File: src/rtl/ser_par_link_ctrl_if.sv
// Byte-domain link interface between the deserializer side and the
// link-bring-up controller. The controller takes the slave view; the
// byte source/consumer (deserializer and downstream logic) takes the master view.
interface ser_par_link_ctrl_if;
    logic [7:0] data_in;
    logic       byte_vld;
    logic       active;
    logic       valid_out;
    logic [7:0] data_out;
    logic [1:0] state;

    modport master (
        output data_in,
        output byte_vld,
        input  active,
        input  valid_out,
        input  data_out,
        input  state
    );

    modport slave (
        input  data_in,
        input  byte_vld,
        output active,
        output valid_out,
        output data_out,
        output state
    );
endinterface

File: src/rtl/ser_par_link_ctrl.sv
// Link-bring-up and data-qualification controller (clk_4f byte domain).
// Hunts for LOCK_COUNT consecutive COMMA bytes, then declares the link active
// and forwards non-COMMA bytes as payload while treating COMMA as idle fill.
// Optional loss-of-lock detection is compiled in by SER_PAR_LINK_CTRL_LOL_EN:
// LOL_COUNT consecutive empty byte slots drop the link back to SEARCH.
//
// state  | meaning
// SEARCH | counting consecutive COMMAs, outputs quiet
// ACTIVE | locked, non-COMMA bytes forwarded as payload
module ser_par_link_ctrl #(
    parameter logic [7:0] COMMA      = 8'hBC,
    parameter int         LOCK_COUNT = 4,
    parameter int         LOL_COUNT  = 4
) (
    input logic                clk_4f,
    input logic                reset,
    ser_par_link_ctrl_if.slave link
);
    typedef enum logic [1:0] {
        SEARCH = 2'd0,
        ACTIVE = 2'd1
    } state_t;

    // Counters are 3 bits wide, so both thresholds must stay within 1..7.
    generate
        if (LOCK_COUNT < 1 || LOCK_COUNT > 7 || LOL_COUNT < 1 || LOL_COUNT > 7) begin : g_bad_param
            $error("ser_par_link_ctrl: LOCK_COUNT and LOL_COUNT must be in 1..7");
        end
    endgenerate

    // Lock happens on the COMMA seen while the run count sits one short.
    localparam logic [2:0] LOCK_LAST = 3'(LOCK_COUNT - 1);

    state_t     state_q;
    logic [2:0] bc_cnt;
    logic       active_q;
    logic       valid_q;
    logic [7:0] data_q;
    logic       is_comma;

`ifdef SER_PAR_LINK_CTRL_LOL_EN
    localparam logic [2:0] LOL_LAST = 3'(LOL_COUNT - 1);
    logic [2:0] lol_cnt;
`endif

    assign is_comma = (link.data_in == COMMA);

    // Lock FSM with registered active/valid/data outputs; reset wins over everything.
    always_ff @(posedge clk_4f) begin
        if (reset) begin
            state_q  <= SEARCH;
            bc_cnt   <= '0;
            active_q <= 1'b0;
            valid_q  <= 1'b0;
            data_q   <= '0;
`ifdef SER_PAR_LINK_CTRL_LOL_EN
            lol_cnt  <= '0;
`endif
        end else begin
            valid_q <= 1'b0;
            case (state_q)
                SEARCH: begin
                    active_q <= 1'b0;
                    if (link.byte_vld) begin
                        if (is_comma) begin
                            if (bc_cnt == LOCK_LAST) begin
                                state_q  <= ACTIVE;
                                active_q <= 1'b1;
                                bc_cnt   <= '0;
                            end else begin
                                bc_cnt <= bc_cnt + 3'd1;
                            end
                        end else begin
                            bc_cnt <= '0;
                        end
                    end
`ifdef SER_PAR_LINK_CTRL_LOL_EN
                    lol_cnt <= '0;
`endif
                end
                ACTIVE: begin
                    active_q <= 1'b1;
                    if (link.byte_vld) begin
                        if (!is_comma) begin
                            valid_q <= 1'b1;
                            data_q  <= link.data_in;
                        end
`ifdef SER_PAR_LINK_CTRL_LOL_EN
                        lol_cnt <= '0;
`endif
                    end
`ifdef SER_PAR_LINK_CTRL_LOL_EN
                    else if (lol_cnt == LOL_LAST) begin
                        // Too many empty slots: drop lock and demand a fresh COMMA run.
                        state_q  <= SEARCH;
                        active_q <= 1'b0;
                        bc_cnt   <= '0;
                        lol_cnt  <= '0;
                    end else begin
                        lol_cnt <= lol_cnt + 3'd1;
                    end
`endif
                end
                default: begin
                    state_q  <= SEARCH;
                    active_q <= 1'b0;
                    bc_cnt   <= '0;
                end
            endcase
        end
    end

    assign link.active    = active_q;
    assign link.valid_out = valid_q;
    assign link.data_out  = data_q;
    assign link.state     = state_q;
endmodule

File: src/flat_wrapper.sv
// flat-port wrapper written by rule: the top's interface ports become plain ports
module ser_par_link_ctrl_flat 
#(
    parameter logic [7:0] COMMA      = 8'hBC,
    parameter int         LOCK_COUNT = 4,
    parameter int         LOL_COUNT  = 4
)
  (clk_4f, reset, link_data_in, link_byte_vld, link_active, link_valid_out, link_data_out, link_state);
  ser_par_link_ctrl_if link_i ();
  input logic clk_4f;
  input logic reset;
  input wire logic [$bits(link_i.data_in)-1:0] link_data_in;
  input wire logic [$bits(link_i.byte_vld)-1:0] link_byte_vld;
  output wire logic [$bits(link_i.active)-1:0] link_active;
  output wire logic [$bits(link_i.valid_out)-1:0] link_valid_out;
  output wire logic [$bits(link_i.data_out)-1:0] link_data_out;
  output wire logic [$bits(link_i.state)-1:0] link_state;
  assign link_i.data_in = link_data_in;
  assign link_i.byte_vld = link_byte_vld;
  assign link_active = link_i.active;
  assign link_valid_out = link_i.valid_out;
  assign link_data_out = link_i.data_out;
  assign link_state = link_i.state;
  ser_par_link_ctrl #(.COMMA(COMMA), .LOCK_COUNT(LOCK_COUNT), .LOL_COUNT(LOL_COUNT)) u_core (.clk_4f(clk_4f), .reset(reset), .link(link_i));
endmodule
File: config.mk
export PLATFORM = sky130hd
export DESIGN_NAME = ser_par_link_ctrl_flat
export DESIGN_NICKNAME = d
export VERILOG_FILES = /design/src/rtl/ser_par_link_ctrl_if.sv /design/src/rtl/ser_par_link_ctrl.sv /design/src/flat_wrapper.sv
export SDC_FILE = /design/constraint.sdc
export NUM_CORES = 1
export LEC_CHECK = 0
export BUFFER_PORTS_ARGS = -buffer_cell sky130_fd_sc_hd__clkbuf_2
export CAP_MARGIN = 20
export CORE_MARGIN = 2
export CORE_UTILIZATION = 40
export CTS_BUF_LIST = sky130_fd_sc_hd__clkbuf_2
export DETAILED_ROUTE_END_ITERATION = 10
export PLACE_DENSITY = 0.67
export SLEW_MARGIN = 20
export SYNTH_ARGS = -nofsm -noshare
export SYNTH_HDL_FRONTEND = slang
export SYNTH_SLANG_ARGS = --single-unit
File: constraint.sdc
create_clock -name clk_4f -period 3.1 [get_ports clk_4f]
set_input_delay 0.775 -clock clk_4f [delete_from_list [all_inputs] [get_ports clk_4f]]
set_output_delay 0.775 -clock clk_4f [all_outputs]
set_load 0.005 [all_outputs]
==> flow_summary.ini <==
[synth]
yosysWarningCount = 0
ys_seq_area_share_pct = 43.5
netlist_instances = 64
ys_seq_elements = 14
ys_types = 23
syn_avg_cell_area_um2 = 10.1
synth_area_um2 = 644
synth_nets = 76

[cts]
tritoncts = done
clock_latency_ns = 0.26
cts_resized = 0
cts.clk_slew.worst_paths_ns = 0.13
holdBufCountCts = 0
cts.sink_count = 14
cts_root_buf = clkbuf_2
clock_path_buffers = 2
h-tree-depth = 1
post_cts_buffers = 0
cts_buffers = 3

[timing]
finalClockSkew_ns = 0.000720
min_period_ns = 1.62
tns_ns = 0
hold_viol = 0
setup_viol = 0
maxSlewViolCount = 0
rsz0062_at_grt = false
fmax_ghz = 0.618
holdWs_ns = 0.485
finalCritPeriodShare_pct = 52.2

[detailed_routing]
ant_nets = 0
vias_per_cell = 4.77
vias = 482
wl_per_cell_um = 11.0
first_pass_iters = 4
drt_iter0_drc = 4
drt_wl_total_um = 1110
detail_route.drc_violations = 0

[critical_path]
critPathArrivalTime_ns = 0.84
path_max_fanout = 6
worst-path-buf-inv = 1
worst_path_largest_cell_delay_ns = 0.43
critPathKind = reg2out
worstSetupEndpointType = output pin
cp_slowest_cell = dfxtp_1
worstPathCellList = clkbuf_2
crit_required_ns = 2.32
startpoint_type = flip-flop
reg2reg_depth = 3
path_delay_family = flip-flops
crit_cells = 1

[power_and_ir_drop]
leakage_nw = 0.321
sequentialPowerShare_pct = 62.9
powerDensity_nw_per_um2 = 372
vdd_ir_drop_max_uv = 188
p_comb_share_pct = 7.4
p_sw_share_pct = 23.7
switchingPower_mw = 0.0678
p_int_mw = 0.218
power.share.clock_pct = 29.7

[floorplanning]
start_util_pct = 42.8
dieArea_um2 = 1950
die_h_um = 44.1
core_um2 = 1510
num_rows = 14
chipWidth_um = 44.1
io_pins = 23

[cells_and_area]
areaGrowthSynthToFinish_pct = 19.2
antenna_cells = 0
fill_cells = 149
drive_gt1_share_pct = 30.6
mostFrequentLayoutCell = clkbuf_2
mostFrequentLayoutCells = 24 x clkbuf_2, 14 x nand2b_1, 14 x dfxtp_1
nets = 98

[grt]
grt_use_total_pct = 12.7
grt_pass1_wl_um = 1750
antenna_found_initial = 0
overflow = 0
grt_max_degree = 23
grt_pass1_vias = 430

[placed_design]
gp_congestion = 0.770
port-buffer-count = 21
dp_hpwl_um = 833

[min_path]
min_path_cells = 2
hp-class = reg2reg

[run]
maxCapViolations = 0

[outcome]
status = finished clean
==> metrics by stage <==
stage               power [mW]  instance area, um^2  util (%)  std cells  setup WS [ns]
floorplan                0.196                  644         -         64           1.49
global placement         0.205                  749      49.8         97           1.34
detailed placement       0.205                  749      49.8         97           1.31
CTS                      0.289                  768      51.0        101           1.48
global route             0.298                  768      51.0        101           1.44
finish                   0.286                  768      51.0        101           1.48
==> worst reg2reg max path, delay by kind of cell, from the launching register on <==
| kind | cells | cell delay [ns] |
|---|---|---|
| DFF | 1 | 0.43 |
| and+or+nand+nor | 1 | 0.17 |
| muxes | 1 | 0.22 |
| AOI/OAI and AO/OA | 1 | 0.32 |
==> cell usage after synthesis (all sizes together) <==
master | number | area, um^2
a21oi | 2 | 21.3
a31oi | 1 | 6.26
a32oi | 1 | 8.76
a41oi | 1 | 8.76
and3b | 1 | 8.76
and4 | 1 | 8.76
buf | 2 | 12.5
clkbuf | 2 | 7.51
conb | 1 | 3.75
dfxtp | 14 | 280
ha | 1 | 12.5
inv | 1 | 3.75
mux2i | 5 | 50.1
nand2 | 2 | 7.51
nand2b | 14 | 87.6
nand4b | 1 | 8.76
nor2 | 3 | 11.3
nor2b | 2 | 12.5
nor3b | 5 | 37.5
nor4b | 1 | 23.8
o21bai | 3 | 22.5
==> kinds of logic after synthesis <==
logic type      after synthesis  share of synthesized area, %
simple gates                 30                          32.0
flops                        14                          43.5
compound gates                8                          10.5
buf+inv                       5                          3.69
mux                           5                          7.77
fa+ha+maj                     1                          1.94
other cells                   1                         0.582
==> power by group through the flow <==
| stage | combinational [mW] | clock [mW] | sequential [mW] |
|---|---|---|---|
| 2_1_floorplan | 0.0122 | 0 | 0.184 |
| 4_1_cts | 0.0213 | 0.0874 | 0.180 |
| 6_report | 0.0211 | 0.0851 | 0.180 |
| 3_5_place_dp | 0.0213 | 0 | 0.184 |
| 3_3_place_gp | 0.0212 | 0 | 0.184 |
| 5_1_grt | 0.0236 | 0.0940 | 0.180 |
==> final cells by class <==
| type | instances | area [um^2] | area share, % |
|---|---|---|---|
| Tap cell | 16 | 20.0 | 2.61 |
| Timing Repair Buffer | 21 | 105 | 13.7 |
| Clock buffer | 3 | 15.0 | 1.95 |
| Sequential cell | 14 | 280 | 36.5 |
| Clock inverter | 1 | 3.75 | 0.489 |
| Multi-Input combinational cell | 45 | 340 | 44.3 |
| Inverter | 1 | 3.75 | 0.489 |
==> layer usage <==
| layer | routed length, um | up-vias | track usage (%) |
|---|---|---|---|
| li1 | - | 260 | - |
| met2 | 461 | 11 | 18.2 |
| met1 | 563 | 209 | 15.5 |
| met3 | 69 | 2 | 4.49 |
| met5 | 0 | - | 0 |
| met4 | 19 | 0 | 9.09 |
==> sequential cells by signal, indices dropped and copies added, names as in the netlist <==
signal,flops
u_core.bc_cnt,3
u_core.link.active,1
u_core.link.data_out,8
u_core.link.valid_out,1
u_core.link.state,1
==> path summary, 6_finish.rpt <==
kind | startpoint | end | slack [ns]
hold reg to reg | u_core.link.data_out[3] | u_core.link.data_out[3] | 0.49
setup / recovery | u_core.link.state[0] | link_state[0] | 1.48
setup reg to reg | u_core.link.state[0] | u_core.link.data_out[7] | 1.90
hold / removal | u_core.link.data_out[3] | u_core.link.data_out[3] | 0.49
Note: power is estimated with default switching activity, not from simulation.
